==> config.mk <==
export PLATFORM = sky130hd
export DESIGN_NAME = uart_recv
export DESIGN_NICKNAME = d
export VERILOG_FILES = /design/src/rtl/uart_pkg.sv /design/src/rtl/uart_rx_sync.sv /design/src/rtl/uart_recv.sv
export SDC_FILE = /design/constraint.sdc
export NUM_CORES = 1
export LEC_CHECK = 0
export CAP_MARGIN = 20
export CORE_MARGIN = 2
export CORE_UTILIZATION = 58
export DETAILED_ROUTE_END_ITERATION = 8
export GPL_TIMING_DRIVEN = 0
export PLACE_DENSITY = 0.82
export SKIP_CTS_REPAIR_TIMING = 1
export SYNTH_ARGS = -nofsm -noshare
export SYNTH_HDL_FRONTEND = slang
export SYNTH_SLANG_ARGS = --single-unit
==> constraint.sdc <==
create_clock -name clk -period 2.3 [get_ports clk]
set_input_delay 0.46 -clock clk [delete_from_list [all_inputs] [get_ports clk]]
set_output_delay 0.46 -clock clk [all_outputs]
set_load 0.01 [all_outputs]
==> src/rtl/uart_pkg.sv <==
// Shared types and constants for the UART receive path.
// Latency: none (declarations only).
// Backpressure: not applicable.
package uart_pkg;

    // Receiver frame state
    typedef enum logic [2:0] {
        IDLE  = 3'd0,
        START = 3'd1,
        DATA  = 3'd2,
        STOP  = 3'd3,
        BREAK = 3'd4
    } rx_state_t;

    // Bit positions within an 8N1 frame
    localparam logic [3:0] START_IDX     = 4'd0;
    localparam logic [3:0] LAST_DATA_IDX = 4'd8;
    localparam logic [3:0] STOP_IDX      = 4'd9;

    // Clocks per bit period for a given clock and baud rate
    function automatic int bps_cnt(input int clk_freq, input int bps);
        return clk_freq / bps;
    endfunction

endpackage

==> src/rtl/uart_rx_sync.sv <==
// Two-flop synchroniser for an idle-high async input plus a delay flop for falling-edge detection.
// Latency: rxd_s2 lags the pin by 2 cycles; fall asserts in the same cycle rxd_s2 first goes low.
// Backpressure: none; free-running.
module uart_rx_sync (
    input  logic clk,
    input  logic rst_n,
    input  logic rxd_async,
    output logic rxd_s2,
    output logic fall
);

    logic rxd_s1;
    logic rxd_s3;

    // Synchronise the pin and keep one extra stage of history; reset to line-idle
    always_ff @(posedge clk or negedge rst_n) begin
        if (!rst_n) begin
            rxd_s1 <= 1'b1;
            rxd_s2 <= 1'b1;
            rxd_s3 <= 1'b1;
        end else begin
            rxd_s1 <= rxd_async;
            rxd_s2 <= rxd_s1;
            rxd_s3 <= rxd_s2;
        end
    end

    assign fall = rxd_s3 & ~rxd_s2;

endmodule

==> src/rtl/uart_recv.sv <==
// 8N1 UART receiver: mid-bit 3-sample majority vote, stop-bit check, one-cycle done / frame_err strobes.
// Latency: uart_done about 3 + 9*BPS_CNT + MID+1 cycles after the pin's start edge.
// Backpressure: none; the consumer must take uart_data on the uart_done pulse.
module uart_recv
    import uart_pkg::*;
#(
    parameter int CLK_FREQ = 50000000,
    parameter int UART_BPS = 9600
) (
    input  logic       clk,
    input  logic       rst_n,
    input  logic       uart_rxd,
    output logic       uart_done,
    output logic [7:0] uart_data,
    output logic       frame_err,
    output logic       rx_busy
);

    localparam int BPS_CNT = bps_cnt(CLK_FREQ, UART_BPS);
    localparam int MID     = BPS_CNT / 2;

    localparam logic [15:0] CNT_LAST = 16'(BPS_CNT - 1);
    localparam logic [15:0] SMP_A    = 16'(MID - 1);
    localparam logic [15:0] SMP_B    = 16'(MID);
    localparam logic [15:0] SMP_C    = 16'(MID + 1);

    rx_state_t   state;
    rx_state_t   state_nxt;
    logic        rxd_s2;
    logic        fall;
    logic [15:0] clk_cnt;
    logic [3:0]  bit_idx;
    logic [2:0]  data_pos;
    logic        samp_a;
    logic        samp_b;
    logic        maj;
    logic        wrap;
    logic        at_decide;
    logic        counting;
    logic        stop_decide;
    logic [7:0]  shift_reg;
    logic        done_set;
    logic        err_set;

    uart_rx_sync u_sync (
        .clk       (clk),
        .rst_n     (rst_n),
        .rxd_async (uart_rxd),
        .rxd_s2    (rxd_s2),
        .fall      (fall)
    );

    // The third vote is the live synchronised sample, so the decision lands at MID+1
    assign maj         = (samp_a & samp_b) | (samp_a & rxd_s2) | (samp_b & rxd_s2);
    assign wrap        = (clk_cnt == CNT_LAST);
    assign at_decide   = (clk_cnt == SMP_C);
    assign counting    = (state == START) || (state == DATA) || (state == STOP);
    assign stop_decide = (state == STOP) && at_decide && (bit_idx == STOP_IDX);
    assign data_pos    = 3'(bit_idx - 4'd1);

    // State register
    always_ff @(posedge clk or negedge rst_n) begin
        if (!rst_n) begin
            state <= IDLE;
        end else begin
            state <= state_nxt;
        end
    end

    // Next-state: STOP exits at mid-bit so a zero-gap next frame is caught
    always_comb begin
        state_nxt = state;
        case (state)
            IDLE: begin
                if (fall) begin
                    state_nxt = START;
                end
            end
            START: begin
                if (at_decide && maj) begin
                    state_nxt = IDLE;
                end else if (wrap) begin
                    state_nxt = DATA;
                end
            end
            DATA: begin
                if (wrap && (bit_idx == LAST_DATA_IDX)) begin
                    state_nxt = STOP;
                end
            end
            STOP: begin
                if (stop_decide) begin
                    state_nxt = maj ? IDLE : BREAK;
                end
            end
            BREAK: begin
                if (rxd_s2) begin
                    state_nxt = IDLE;
                end
            end
            default: state_nxt = IDLE;
        endcase
    end

    // Outputs decoded from state: busy flag and the stop-bit verdict strobes
    always_comb begin
        rx_busy  = counting;
        done_set = 1'b0;
        err_set  = 1'b0;
        if (stop_decide) begin
            done_set = maj;
            err_set  = ~maj;
        end
    end

    // Bit-period counter and bit index; held at zero outside a frame
    always_ff @(posedge clk or negedge rst_n) begin
        if (!rst_n) begin
            clk_cnt <= 16'd0;
            bit_idx <= START_IDX;
        end else if (counting) begin
            if (wrap) begin
                clk_cnt <= 16'd0;
                bit_idx <= bit_idx + 4'd1;
            end else begin
                clk_cnt <= clk_cnt + 16'd1;
            end
        end else begin
            clk_cnt <= 16'd0;
            bit_idx <= START_IDX;
        end
    end

    // Capture the two early votes around the bit centre
    always_ff @(posedge clk or negedge rst_n) begin
        if (!rst_n) begin
            samp_a <= 1'b0;
            samp_b <= 1'b0;
        end else if (counting) begin
            if (clk_cnt == SMP_A) begin
                samp_a <= rxd_s2;
            end
            if (clk_cnt == SMP_B) begin
                samp_b <= rxd_s2;
            end
        end
    end

    // Assemble data bits LSB first
    always_ff @(posedge clk or negedge rst_n) begin
        if (!rst_n) begin
            shift_reg <= 8'h00;
        end else if ((state == DATA) && at_decide) begin
            shift_reg[data_pos] <= maj;
        end
    end

    // Register strobes; uart_data only moves on a good frame
    always_ff @(posedge clk or negedge rst_n) begin
        if (!rst_n) begin
            uart_done <= 1'b0;
            frame_err <= 1'b0;
            uart_data <= 8'h00;
        end else begin
            uart_done <= done_set;
            frame_err <= err_set;
            if (done_set) begin
                uart_data <= shift_reg;
            end
        end
    end

endmodule

==> results_dict.tcl <==
set metrics [dict create \
    fin_skew_ps 4.31 \
    viasPerCell 5.61 \
    mux_contribution_to_synthesized_area_pct 5.29 \
    outcome "finished clean" \
    synth_area_per_cell_um2 10.8 \
    endpoint_kind "primary output" \
    antenna_cells 0 \
    power_density_nw_per_um2 701 \
    avgRoutedWirePerCell_um 14.1 \
    route.final.wire_length_um 4000 \
    chipHeight_um 67.2 \
    area_share_of_the_largest_cell_type_after_synthesis_pct 46.4 \
    startpoint_type "flip-flop" \
    grt_pass1_vias 1613 \
    synth_top_family_by_area "simple AND/OR/NAND/NOR gates" \
    ff_to_ff_path_depth 6 \
    report.power.total_mw 1.86 \
    grt_max_degree 28 \
    synth_fa_ha_area_share_pct 4.21 \
    synth_sequential_area_ratio_pct 49.8 \
    timing.hold.worst.class "in -> async" \
    timing.critical_path.required_ps 1840 \
    hold_viol_final 0 \
    cp_max_fo 8 \
    vias 1593 \
    maxSlewViolCount 0 \
    cells_after_dpl 276 \
    antenna_found_initial 0 \
    io_buffers 13 \
    tritoncts "done" \
    synthToLayoutAreaGrowth_pct 14.2 \
    timing_worst_setup_path_type "reg -> out" \
    postLayoutCellArea_um2 2650 \
    largest_register_ffs 16 \
    htree_levels 2 \
    worst_margin_pin_slew_ps 458 \
    power.share.combinational_pct 19.1 \
    final_period_minus_worst_setup_slack_ps 2170 \
    yosys.area_share.xor_xnor_pct 6.42 \
    synthesis.area_um2 2320 \
    min_period_over_period_pct 94.3 \
    clkTransAtPathRegs_ps 80 \
    clk-insertion-delay-late_ps 300 \
    synth.top_cells.by_count "43 x dfrtp_1, 24 x nor2_1, 13 x xor2_1" \
    top_level_ports 14 \
    first_pass_grt_wire_length_um 7120 \
    netlist-cell-type-count 47 \
    synth_fp_nets 224 \
    synth_compound_gate_area_share_pct 9.12 \
    yosysMostFrequentCell "dfrtp_1" \
    reg2reg_from "clk_cnt[10]" \
    internal_power_mw 1.35 \
    route.detailed.drc 0 \
    finalNonFillerCells 284 \
    seqPwrFrac_pct 48.9 \
    preCtsSetupSlack_ps 262 \
    synth_enable_flop_cells 0 \
    postSynth.asyncResetShare_pct 100 \
    routabilityCongestion 0.828 \
    max_freq_mhz 461 \
    clock_path_buffers 2 \
    fp.coreArea_um2 3740 \
    design.die.area_um2 4520 \
    area_post_placement_um2 2520 \
    net-switching-power_mw 0.510 \
    yosys_warnings 0 \
    final_layout_size_suffix_gt1_share_pct 16.9 \
    arr_time_crit_path_ps 1710 \
    row_count 22 \
    globalRouteTotalUtil_pct 21.3 \
    ctsRootBufferMaster "clkbuf_8" \
    place_hpwl_um 2870 \
    max-cap-violations 0 \
    antenna_left 0 \
    synthSimpleGateAreaFrac_pct 20.1 \
    worst_r2r_endpoint "uart_data[6]" \
    clockPowerShare_pct 32.0 \
    post-route-worst-setup-slack_ps 131 \
    reg2reg_setup_slack_ps 310 \
    initialDrtViolationCount 71 \
    synthesis.instances 214 \
    peak_supply_drop_mv 0.593 \
    finalCoreUtilization_pct 70.8 \
    grt.overflow.total 0 \
    dominant_cells_by_area_after_synthesis "dfrtp_1 46%, xor2_1 4.9%, mux2_2 4.9%" \
    first_pass_iters 6 \
    hold-worst-slack_ps 99.4 \
    clock_buffer_count_from_cts 5 \
    ys.flop_type "dfrtp_1" \
    tritoncts_num_sinks 46 \
    design.final.nets 245 \
    initial_utilization_pct 62.0 \
    setup_viols_final 0 \
    summed_negative_setup_slack_over_all_endpoints_ps 0 \
    postSynthRegisterBits 46 \
    p_leak_nw 1.19 \
    synth_largest_area_cell "dfrtp_1" \
    grt_setup_unrepaired "false" \
    relSlewSlack_pct 69.4 \
    chipWidth_um 67.2 \
    p_sw_share_pct 27.4 \
]
## power groups by stage
stage,Combinational [mW],Sequential [mW],Clock [mW]
finish,0.354,0.909,0.595
global placement,0.345,0.921,0
floorplan,0.273,0.916,0
detailed placement,0.352,0.925,0
global route,0.407,0.919,0.650
CTS,0.355,0.910,0.606
## cell families after synthesis
logic type | count (synthesis)
adders and majority gates | 8
buffers and inverters | 20
and+or+nand+nor | 81
muxes | 11
DFF | 46
AOI/OAI and AO/OA | 31
xor gates and xnor gates | 17
## worst max-delay path: stages, from the launching register on
cell and delay [ps]:
dfrtp_1 370, clkbuf_2 200, o21ai_4 260, inv_1 80
clkdlybuf4s50_1 480
## worst max-delay path by stage
stage                     from  slack (ps)  cells after the start          end
finish                state[1]         130                      4      rx_busy
global route          state[1]          20                      4      rx_busy
CTS                   state[1]         -90                      4      rx_busy
detailed placement    state[1]         260                      4      rx_busy
global placement         rst_n        -440                      1  clk_cnt[12]
floorplan           clk_cnt[0]         600                      8   clk_cnt[2]
## final cells by class
| type | count | area [um2] |
|---|---|---|
| Tap cell | 48 | 60.1 |
| Fill cell | 301 | 1090 |
| Clock buffer | 5 | 68.8 |
| Sequential cell | 46 | 1150 |
| Inverter | 10 | 37.5 |
| Buffer | 10 | 81.3 |
| Multi-Input combinational cell | 148 | 1060 |
| Timing Repair Buffer | 14 | 145 |
| Clock inverter | 3 | 45.0 |
## layer usage
metal / vias up / global-route usage, % / share of wire, %
met5: - / 0 / 0
met4: 0 / 10.2 / 2.1
met3: 8 / 5.00 / 3.7
met2: 36 / 36.6 / 52
met1: 759 / 24.9 / 42
li1: 790 / - / -
## cells in the final DEF, fill, tap and decap left out, drive strengths merged, types with 3 or more instances in the layout
cell type and count:
and3 3, xor2 13, o21ai 11, buf 10, o31ai 8, inv 9
xnor2 4, dfstp 3, nand4 6, a21oi 5, ha 7, nor2 24
clkdlybuf4s50 12, dfrtp 43, nand2b 6, nand2 12, clkbuf 7, mux2 10
nand3 8, nor3 4
Note: power is estimated with default switching activity, not from simulation.
